File: src/rtl/seq_alu.sv
// rtl/seq_alu.sv - sequential ALU with valid/ready handshake and iterative shifter
// Define SEQ_ALU_BARREL_EN to replace the iterative shifter with a single-cycle barrel shifter.
module seq_alu #(
   parameter int W   = 8,
   parameter int SAW = $clog2(W) + 1
) (
   input  logic         CLK,
   input  logic         RESET,
   input  logic         IN_VALID,
   output logic         IN_READY,
   input  logic [3:0]   OP,
   input  logic [W-1:0] INPUTA,
   input  logic [W-1:0] INPUTB,
   input  logic         SC_IN,
   output logic         OUT_VALID,
   input  logic         OUT_READY,
   output logic [W-1:0] OUT,
   output logic         SC_OUT,
   output logic         ZERO
);

   localparam logic [3:0] OP_MOV  = 4'd0;
   localparam logic [3:0] OP_MOVR = 4'd1;
   localparam logic [3:0] OP_ADD  = 4'd2;
   localparam logic [3:0] OP_ADDC = 4'd3;
   localparam logic [3:0] OP_SUB  = 4'd4;
   localparam logic [3:0] OP_AND  = 4'd5;
   localparam logic [3:0] OP_OR   = 4'd6;
   localparam logic [3:0] OP_XOR  = 4'd7;
   localparam logic [3:0] OP_SHL  = 4'd8;
   localparam logic [3:0] OP_SHR  = 4'd9;
   localparam logic [3:0] OP_CMP  = 4'd10;

   typedef enum logic [1:0] {
      IDLE  = 2'd0,
      SHIFT = 2'd1,
      HOLD  = 2'd2
   } state_t;

   state_t         state, state_nxt;
   logic           xfer;

   logic [W-1:0]   out_r;
   logic           sc_r;
   logic           zero_r;
   logic [SAW-1:0] cnt_r;
   logic           left_r;
   logic           fill_r;

   logic [SAW-1:0] shamt_raw;
   logic [SAW-1:0] shamt;

   logic [W-1:0]   alu_out;
   logic           alu_sc;
   logic           alu_zero;
   logic [SAW-1:0] alu_cnt;
   logic           alu_iter;
   logic [W:0]     sum;
   logic [W:0]     first_step;
   logic [W:0]     iter_step;

   // Single-bit shift step; returns {bit shifted out, shifted value}.
   function automatic logic [W:0] step1(input logic [W-1:0] v, input logic left, input logic fill);
      if (left)
         step1 = {v[W-1], v[W-2:0], fill};
      else
         step1 = {v[0], fill, v[W-1:1]};
   endfunction

   assign xfer      = IN_VALID && IN_READY;
   assign shamt_raw = INPUTB[SAW-1:0];
   assign shamt     = (shamt_raw > SAW'(W)) ? SAW'(W) : shamt_raw;

   assign first_step = step1(INPUTA, OP == OP_SHL, SC_IN);
   assign iter_step  = step1(out_r, left_r, fill_r);

`ifdef SEQ_ALU_BARREL_EN
   logic [W-1:0] bar_out;
   logic         bar_sc;

   // Unrolled chain of single-bit steps so results match the iterative mode exactly.
   always_comb begin
      bar_out = INPUTA;
      bar_sc  = 1'b0;
      for (int k = 0; k < W; k++) begin
         if (k < int'(shamt)) begin
            if (OP == OP_SHL) begin
               bar_sc  = bar_out[W-1];
               bar_out = {bar_out[W-2:0], SC_IN};
            end else begin
               bar_sc  = bar_out[0];
               bar_out = {SC_IN, bar_out[W-1:1]};
            end
         end
      end
   end
`endif

   always_comb begin
      alu_out  = '0;
      alu_sc   = 1'b0;
      alu_cnt  = '0;
      alu_iter = 1'b0;
      sum      = '0;
      case (OP)
         OP_MOV:  alu_out = INPUTA;
         OP_MOVR: alu_out = INPUTB;
         OP_ADD: begin
            sum               = {1'b0, INPUTA} + {1'b0, INPUTB};
            {alu_sc, alu_out} = sum;
         end
         OP_ADDC: begin
            sum               = {1'b0, INPUTA} + {1'b0, INPUTB} + {{W{1'b0}}, SC_IN};
            {alu_sc, alu_out} = sum;
         end
         OP_SUB: begin
            sum               = {1'b0, INPUTA} + {1'b0, ~INPUTB} + {{W{1'b0}}, 1'b1};
            {alu_sc, alu_out} = sum;
         end
         OP_CMP: begin
            sum     = {1'b0, INPUTA} + {1'b0, ~INPUTB} + {{W{1'b0}}, 1'b1};
            alu_sc  = sum[W];
            alu_out = INPUTA;
         end
         OP_AND:  alu_out = INPUTA & INPUTB;
         OP_OR:   alu_out = INPUTA | INPUTB;
         OP_XOR:  alu_out = INPUTA ^ INPUTB;
         OP_SHL, OP_SHR: begin
`ifdef SEQ_ALU_BARREL_EN
            alu_out = bar_out;
            alu_sc  = bar_sc;
`else
            // The first shift happens on the transfer edge, the rest in SHIFT.
            if (shamt == '0) begin
               alu_out = INPUTA;
            end else begin
               {alu_sc, alu_out} = first_step;
               alu_cnt           = shamt - SAW'(1);
               alu_iter          = (shamt > SAW'(1));
            end
`endif
         end
         default: begin
            alu_out = '0;
            alu_sc  = 1'b0;
         end
      endcase
      alu_zero = (OP == OP_CMP) ? (INPUTA == INPUTB) : (alu_out == '0);
   end

   always_ff @(posedge CLK or posedge RESET) begin
      if (RESET)
         state <= IDLE;
      else
         state <= state_nxt;
   end

   always_comb begin
      state_nxt = state;
      case (state)
         IDLE: begin
            if (xfer)
               state_nxt = alu_iter ? SHIFT : HOLD;
         end
         SHIFT: begin
            if (cnt_r <= SAW'(1))
               state_nxt = HOLD;
         end
         HOLD: begin
            if (OUT_READY) begin
               if (xfer)
                  state_nxt = alu_iter ? SHIFT : HOLD;
               else
                  state_nxt = IDLE;
            end
         end
         default: state_nxt = IDLE;
      endcase
   end

   always_comb begin
      IN_READY  = !RESET && ((state == IDLE) || ((state == HOLD) && OUT_READY));
      OUT_VALID = (state == HOLD);
   end

   always_ff @(posedge CLK or posedge RESET) begin
      if (RESET) begin
         out_r  <= '0;
         sc_r   <= 1'b0;
         zero_r <= 1'b1;
         cnt_r  <= '0;
         left_r <= 1'b0;
         fill_r <= 1'b0;
      end else if (xfer) begin
         out_r  <= alu_out;
         sc_r   <= alu_sc;
         zero_r <= alu_zero;
         cnt_r  <= alu_cnt;
         left_r <= (OP == OP_SHL);
         fill_r <= SC_IN;
      end else if (state == SHIFT) begin
         out_r  <= iter_step[W-1:0];
         sc_r   <= iter_step[W];
         zero_r <= (iter_step[W-1:0] == '0);
         cnt_r  <= cnt_r - SAW'(1);
      end
   end

   assign OUT    = out_r;
   assign SC_OUT = sc_r;
   assign ZERO   = zero_r;

endmodule
File: config.mk
export PLATFORM = sky130hd
export DESIGN_NAME = seq_alu
export DESIGN_NICKNAME = d
export VERILOG_FILES = /design/src/rtl/seq_alu.sv
export SDC_FILE = /design/constraint.sdc
export NUM_CORES = 1
export LEC_CHECK = 0
export BUFFER_PORTS_ARGS = -buffer_cell sky130_fd_sc_hd__buf_2
export CORE_ASPECT_RATIO = 1.2
export CORE_MARGIN = 8
export CORE_UTILIZATION = 35
export CTS_CLUSTER_SIZE = 14
export DETAILED_ROUTE_END_ITERATION = 8
export PLACE_DENSITY = 0.63
export SYNTH_ARGS = -nofsm -noshare
export SYNTH_HDL_FRONTEND = slang
export SYNTH_SLANG_ARGS = --single-unit
File: constraint.sdc
create_clock -name CLK -period 3.5 [get_ports CLK]
set_input_delay 0.7 -clock CLK [delete_from_list [all_inputs] [get_ports CLK]]
set_output_delay 0.7 -clock CLK [all_outputs]
set_load 0.01 [all_outputs]
==> metrics.sh <==
WORSTSKEWPAIRLATENCY_PS=250
CLK_PIN_SLEW_WORST_PATHS_PS=60
REG2REGPATHDEPTH=7
CTS-HTREE-LEVELS=1
PLACE.DETAILED.INSTANCES=539
TOTAL_NUMBER_OF_CLOCK_TREE_SINKS=18
NUMBER_OF_ANTENNA_VIOLATIONS_AT_THE_FIRST_CHECK_IN_GLOBAL_ROUTING=0
SYNTH-EDFF-COUNT=0
CTS_ROOT_BUFFER='sky130_fd_sc_hd__clkbuf_8'
CTS_BUFFER_DEPTH=2
GRT_USAGE_PCT=17.12
R2R_SETUP_SLACK_PS=1070
PORT_BUFFERS=36
SETUP_VIOL_COUNT_FINAL=0
FILLER_CELL_COUNT=878
HOLDCRITSTARTPOINT='fill_r$_DFFE_PP0P_'
REQUIRED_PS=3660
FINALINSTANCEAREA_UM2=3405
SYNTH.AREA.TOP_CELLS='sky130_fd_sc_hd__dfrtp_1, sky130_fd_sc_hd__ha_1, sky130_fd_sc_hd__xnor2_1'
POST_CTS_HOLD_BUFFER_COUNT=0
TIMING.SETUP.CRITICAL_PATH_CLASS='input pin to flop'
SYNTH_FA_HA_AREA_SHARE_PCT=13.10
CRITICAL-PATH-SLOWEST-CELL='sky130_fd_sc_hd__fa_1'
SYNTH.AVG_CELL_AREA_UM2=7.662
AREA.GROWTH.SYNTH_TO_FINAL_PCT=14.23
FMAX_MHz=310.5
SYNTH.TOP_CELL.AREA_SHARE_PCT=14.27
POST_DRT_VIA_CELL_RATIO=5.897
MIN_TO='fill_r$_DFFE_PP0P_'
R2R-START='left_r$_DFFE_PP0P_'
ROUTED-VIA-COUNT=3202
NUMBER_OF_PLACEMENT_ROWS=37
CRITICAL_PATH_PEAK_FANOUT=6
INITIAL_CORE_UTILIZATION_PCT=35.37
FIN_WORST_SKEW_PS=4.036
MIN_PERIOD_PS=3221
POST_SYNTH_INSTANCE_AREA_UM2=2980
POSTSYNTHCELLCOUNT=389
SYNTH-SEQ-CELLS=18
GRT_MAX_DEGREE=26
SLEW-LIMIT-HEADROOM_PCT=50.72
POWER.LEAKAGE_nW=1.494
DESIGN.DIE.AREA_UM2=11740
RSZ0062_AT_GRT='false'
DRC=0
ANT_NETS=0
MAIN_COMBINATIONAL_CELL_FAMILY_BY_AREA_AFTER_SYNTHESIS='compound AO/OA/AOI/OAI gates'
CTS-BUFFERS-INSERTED=3
FINALWIRELENGTH_MM=9.982
YOSYS_MOST_USED_DFF='sky130_fd_sc_hd__dfrtp_1'
ASYNCSETRESETFLOPFRACSYNTH_PCT=100.0
CP-END-KIND='flop'
DIEHEIGHT_UM=117.1
WORST_PATH_LARGEST_CELL_DELAY_PS=500
DETAILED_PLACE.AREA_UM2=3359
NETLIST-CELL-TYPE-COUNT=67
POWER.DENSITY_CELL_AREA_nW_PER_UM2=307.8
SEQ_AREA_FRAC_SYNTH_PCT=15.16
FIN_CRIT_SH_PCT=92.02
DR.PASS1.ITERS=5
CP_NUM_BUF_INV=1
WORSTPATHCELLLIST='buf_2 -> ha_1 -> fa_1 -> a211oi_2 -> o21ai_1 -> a2111oi_0 -> nand4_1 -> xnor2_1 -> o211ai_1 -> o41ai_2'
HOLD_PATH_CLASS='flop to flop'
CTS_SETUP_BUFFERS=0
AVERAGE_ROUTED_WIRE_PER_STANDARD_CELL_UM=18.38
POST_ROUTE_CELLS_DRIVE_ABOVE_1_SHARE_PCT=16.43
TIMING.CRITICAL_PATH.FROM_TYPE='input pin'
MAX_SLEW.WORST_PIN.SLEW_PS=737.6
FINAL_CELL_COUNT_NO_FILL=543
SYNTH_MUX_AREA_SHARE_PCT=4.786
FIN_SETUP_TNS_PS=0
HPWL_MM=7.806
CRITICAL_PATH_ARRIVAL_PS=3380
SYNTH_AREA_LEADER_CELL='sky130_fd_sc_hd__dfrtp_1'
TOP_LEVEL_PORTS=37
FINAL_HOLD_VIOL_COUNT=0
ANTENNA-DIODE-COUNT=0
CRITICAL_PATH.REG2REG.ENDPOINT='ZERO$_DFFE_PP1P_'
FINALNETCOUNT=482
FINAL_REPLACE_WEIGHTED_CONGESTION=1.035
DRT_ITER0_MARKERS=241
SYNTH.YOSYS.WARNINGS=0
CTSRESIZECOUNT=0
POST_SYNTHESIS_SIMPLE_GATE_AREA_FRACTION_PCT=23.22
MAX-CAP-VIOLATIONS=0
COREAREA_UM2=8426
SYNTH_XOR_XNOR_AREA_SHARE_PCT=5.584
RUN_STATUS='completed'
POST_SYN_NETS=444
CPLARGESTDELAYFAMILY='compound AO/OA/AOI/OAI gates'
TRITONCTS='yes'
SYNTH-COMPOUND-AREA-SHARE_PCT=31.36
MAX-VDD-IR-DROP_mV=0.1408
GR-TOTAL-OVERFLOW=0
FIRST_GLOBAL_VIAS=3138
GLOBAL_ROUTE_WIRE_LENGTH_BEFORE_REPAIR_MM=16.07
DIE_X_EXTENT_UM=100.2
TIMING_MAX_TRANSITION_VIOLATIONS_FINAL=0
HOLD_DEPTH=2
[worst register-to-register path: cells and delay by family (launching register included)]
family	cells	cell delay, ps
and+or+nand+nor	4	930
muxes	1	300
AOI/OAI and AO/OA	2	480
DFF	1	630
[state kept, by name, indices dropped and copies added, names as in the netlist]
| signal | count |
|---|---|
| state | 2 |
| OUT | 8 |
| SC_OUT | 1 |
| ZERO | 1 |
| fill_r | 1 |
| cnt_r | 4 |
| left_r | 1 |
[cells by family after synthesis]
logic type / Yosys count
AOI/OAI and AO/OA: 130
and+or+nand+nor: 128
buffers and inverters: 51
adders and majority gates: 30
xor gates and xnor gates: 19
DFF: 18
muxes: 13
[through the flow]
step	total power [mW]	setup WS (ps)	util, %	hold slack (ps)
after floorplan	0.6993	425.6	-	466.8
after detailed placement	0.8930	77.37	39.87	509.5
final	1.048	279.2	40.41	528.0
after global placement	0.8872	148.0	39.87	507.1
after CTS	1.045	338.7	40.41	529.8
after global routing	1.133	90.27	40.41	563.9
[how the worst max path moves through the flow]
stage	end	from	depth (start not counted)	slack, ps
CTS	ZERO$_DFFE_PP1P_	INPUTA[1]	10	340
detailed placement	ZERO$_DFFE_PP1P_	INPUTA[1]	10	80
global placement	ZERO$_DFFE_PP1P_	INPUTA[0]	10	150
global route	ZERO$_DFFE_PP1P_	INPUTA[0]	10	90
finish	ZERO$_DFFE_PP1P_	INPUTA[0]	10	280
floorplan	ZERO$_DFFE_PP1P_	INPUTA[0]	9	430
[Yosys cell counts (3+ instances only)]
cell and instances:
sky130_fd_sc_hd__xor2_1 5, sky130_fd_sc_hd__a22oi_1 4, sky130_fd_sc_hd__mux2i_1 12, sky130_fd_sc_hd__a211oi_1 16, sky130_fd_sc_hd__o31ai_1 4, sky130_fd_sc_hd__nand2_1 31
sky130_fd_sc_hd__a221o_1 4, sky130_fd_sc_hd__xnor2_1 14, sky130_fd_sc_hd__a211o_1 5, sky130_fd_sc_hd__o21ai_0 20, sky130_fd_sc_hd__o221ai_1 5, sky130_fd_sc_hd__inv_1 27
sky130_fd_sc_hd__nor2b_1 12, sky130_fd_sc_hd__or3_1 4, sky130_fd_sc_hd__nand4_1 3, sky130_fd_sc_hd__nor3b_1 5, sky130_fd_sc_hd__a2111oi_0 3, sky130_fd_sc_hd__nand2b_1 4
sky130_fd_sc_hd__nand3b_1 3, sky130_fd_sc_hd__ha_1 28, sky130_fd_sc_hd__a31oi_1 4, sky130_fd_sc_hd__nor4_1 6, sky130_fd_sc_hd__and3_1 3, sky130_fd_sc_hd__nor2_1 29
sky130_fd_sc_hd__clkbuf_1 15, sky130_fd_sc_hd__o211ai_1 9, sky130_fd_sc_hd__o21ai_1 4, sky130_fd_sc_hd__buf_1 4, sky130_fd_sc_hd__a221oi_1 3, sky130_fd_sc_hd__dfrtp_1 17
sky130_fd_sc_hd__a21oi_1 22, sky130_fd_sc_hd__buf_2 3, sky130_fd_sc_hd__nor3_1 9, sky130_fd_sc_hd__a21o_1 7
[layout by cell type, fill, tap and decap left out, drive strengths merged, types with 5 or more instances in the layout]
cell	instances
nand2	32
xnor2	14
dfrtp	17
xor2	5
nor4	6
o21ai	24
a21o	7
inv	27
o221ai	5
nor2	29
nor3	9
nor3b	5
o211ai	9
a22oi	5
ha	28
buf	56
mux2i	12
a211o	5
nor2b	12
a21oi	22
a211oi	17
[power breakdown]
group | switching, mW | internal [mW] | total (mW)
combinational | 0.335 | 0.247 | 0.582
clock | 0.0676 | 0.0808 | 0.148
sequential | 0.0563 | 0.262 | 0.318
total | 0.459 | 0.589 | 1.05
[per-layer routing]
metal / up-vias / GRT usage, % / share of wire (%)
met2: 141 / 29.83 / 47
met1: 1493 / 19.63 / 40
li1: 1525 / - / -
met4: 0 / 10.10 / 5.6
met3: 43 / 2.367 / 6.8
met5: - / 0 / 0
[final cells by class]
class / count / area, um^2 / share of cell area (%)
multi-input cells: 320 / 2326 / 68.32
flip-flops and latches: 18 / 451.7 / 13.27
repair buffers: 56 / 330.3 / 9.702
well taps: 117 / 146.4 / 4.300
inverters: 28 / 105.1 / 3.087
clock buffers: 4 / 45.04 / 1.323
No activity file was read; power rests on OpenSTA's default activity.
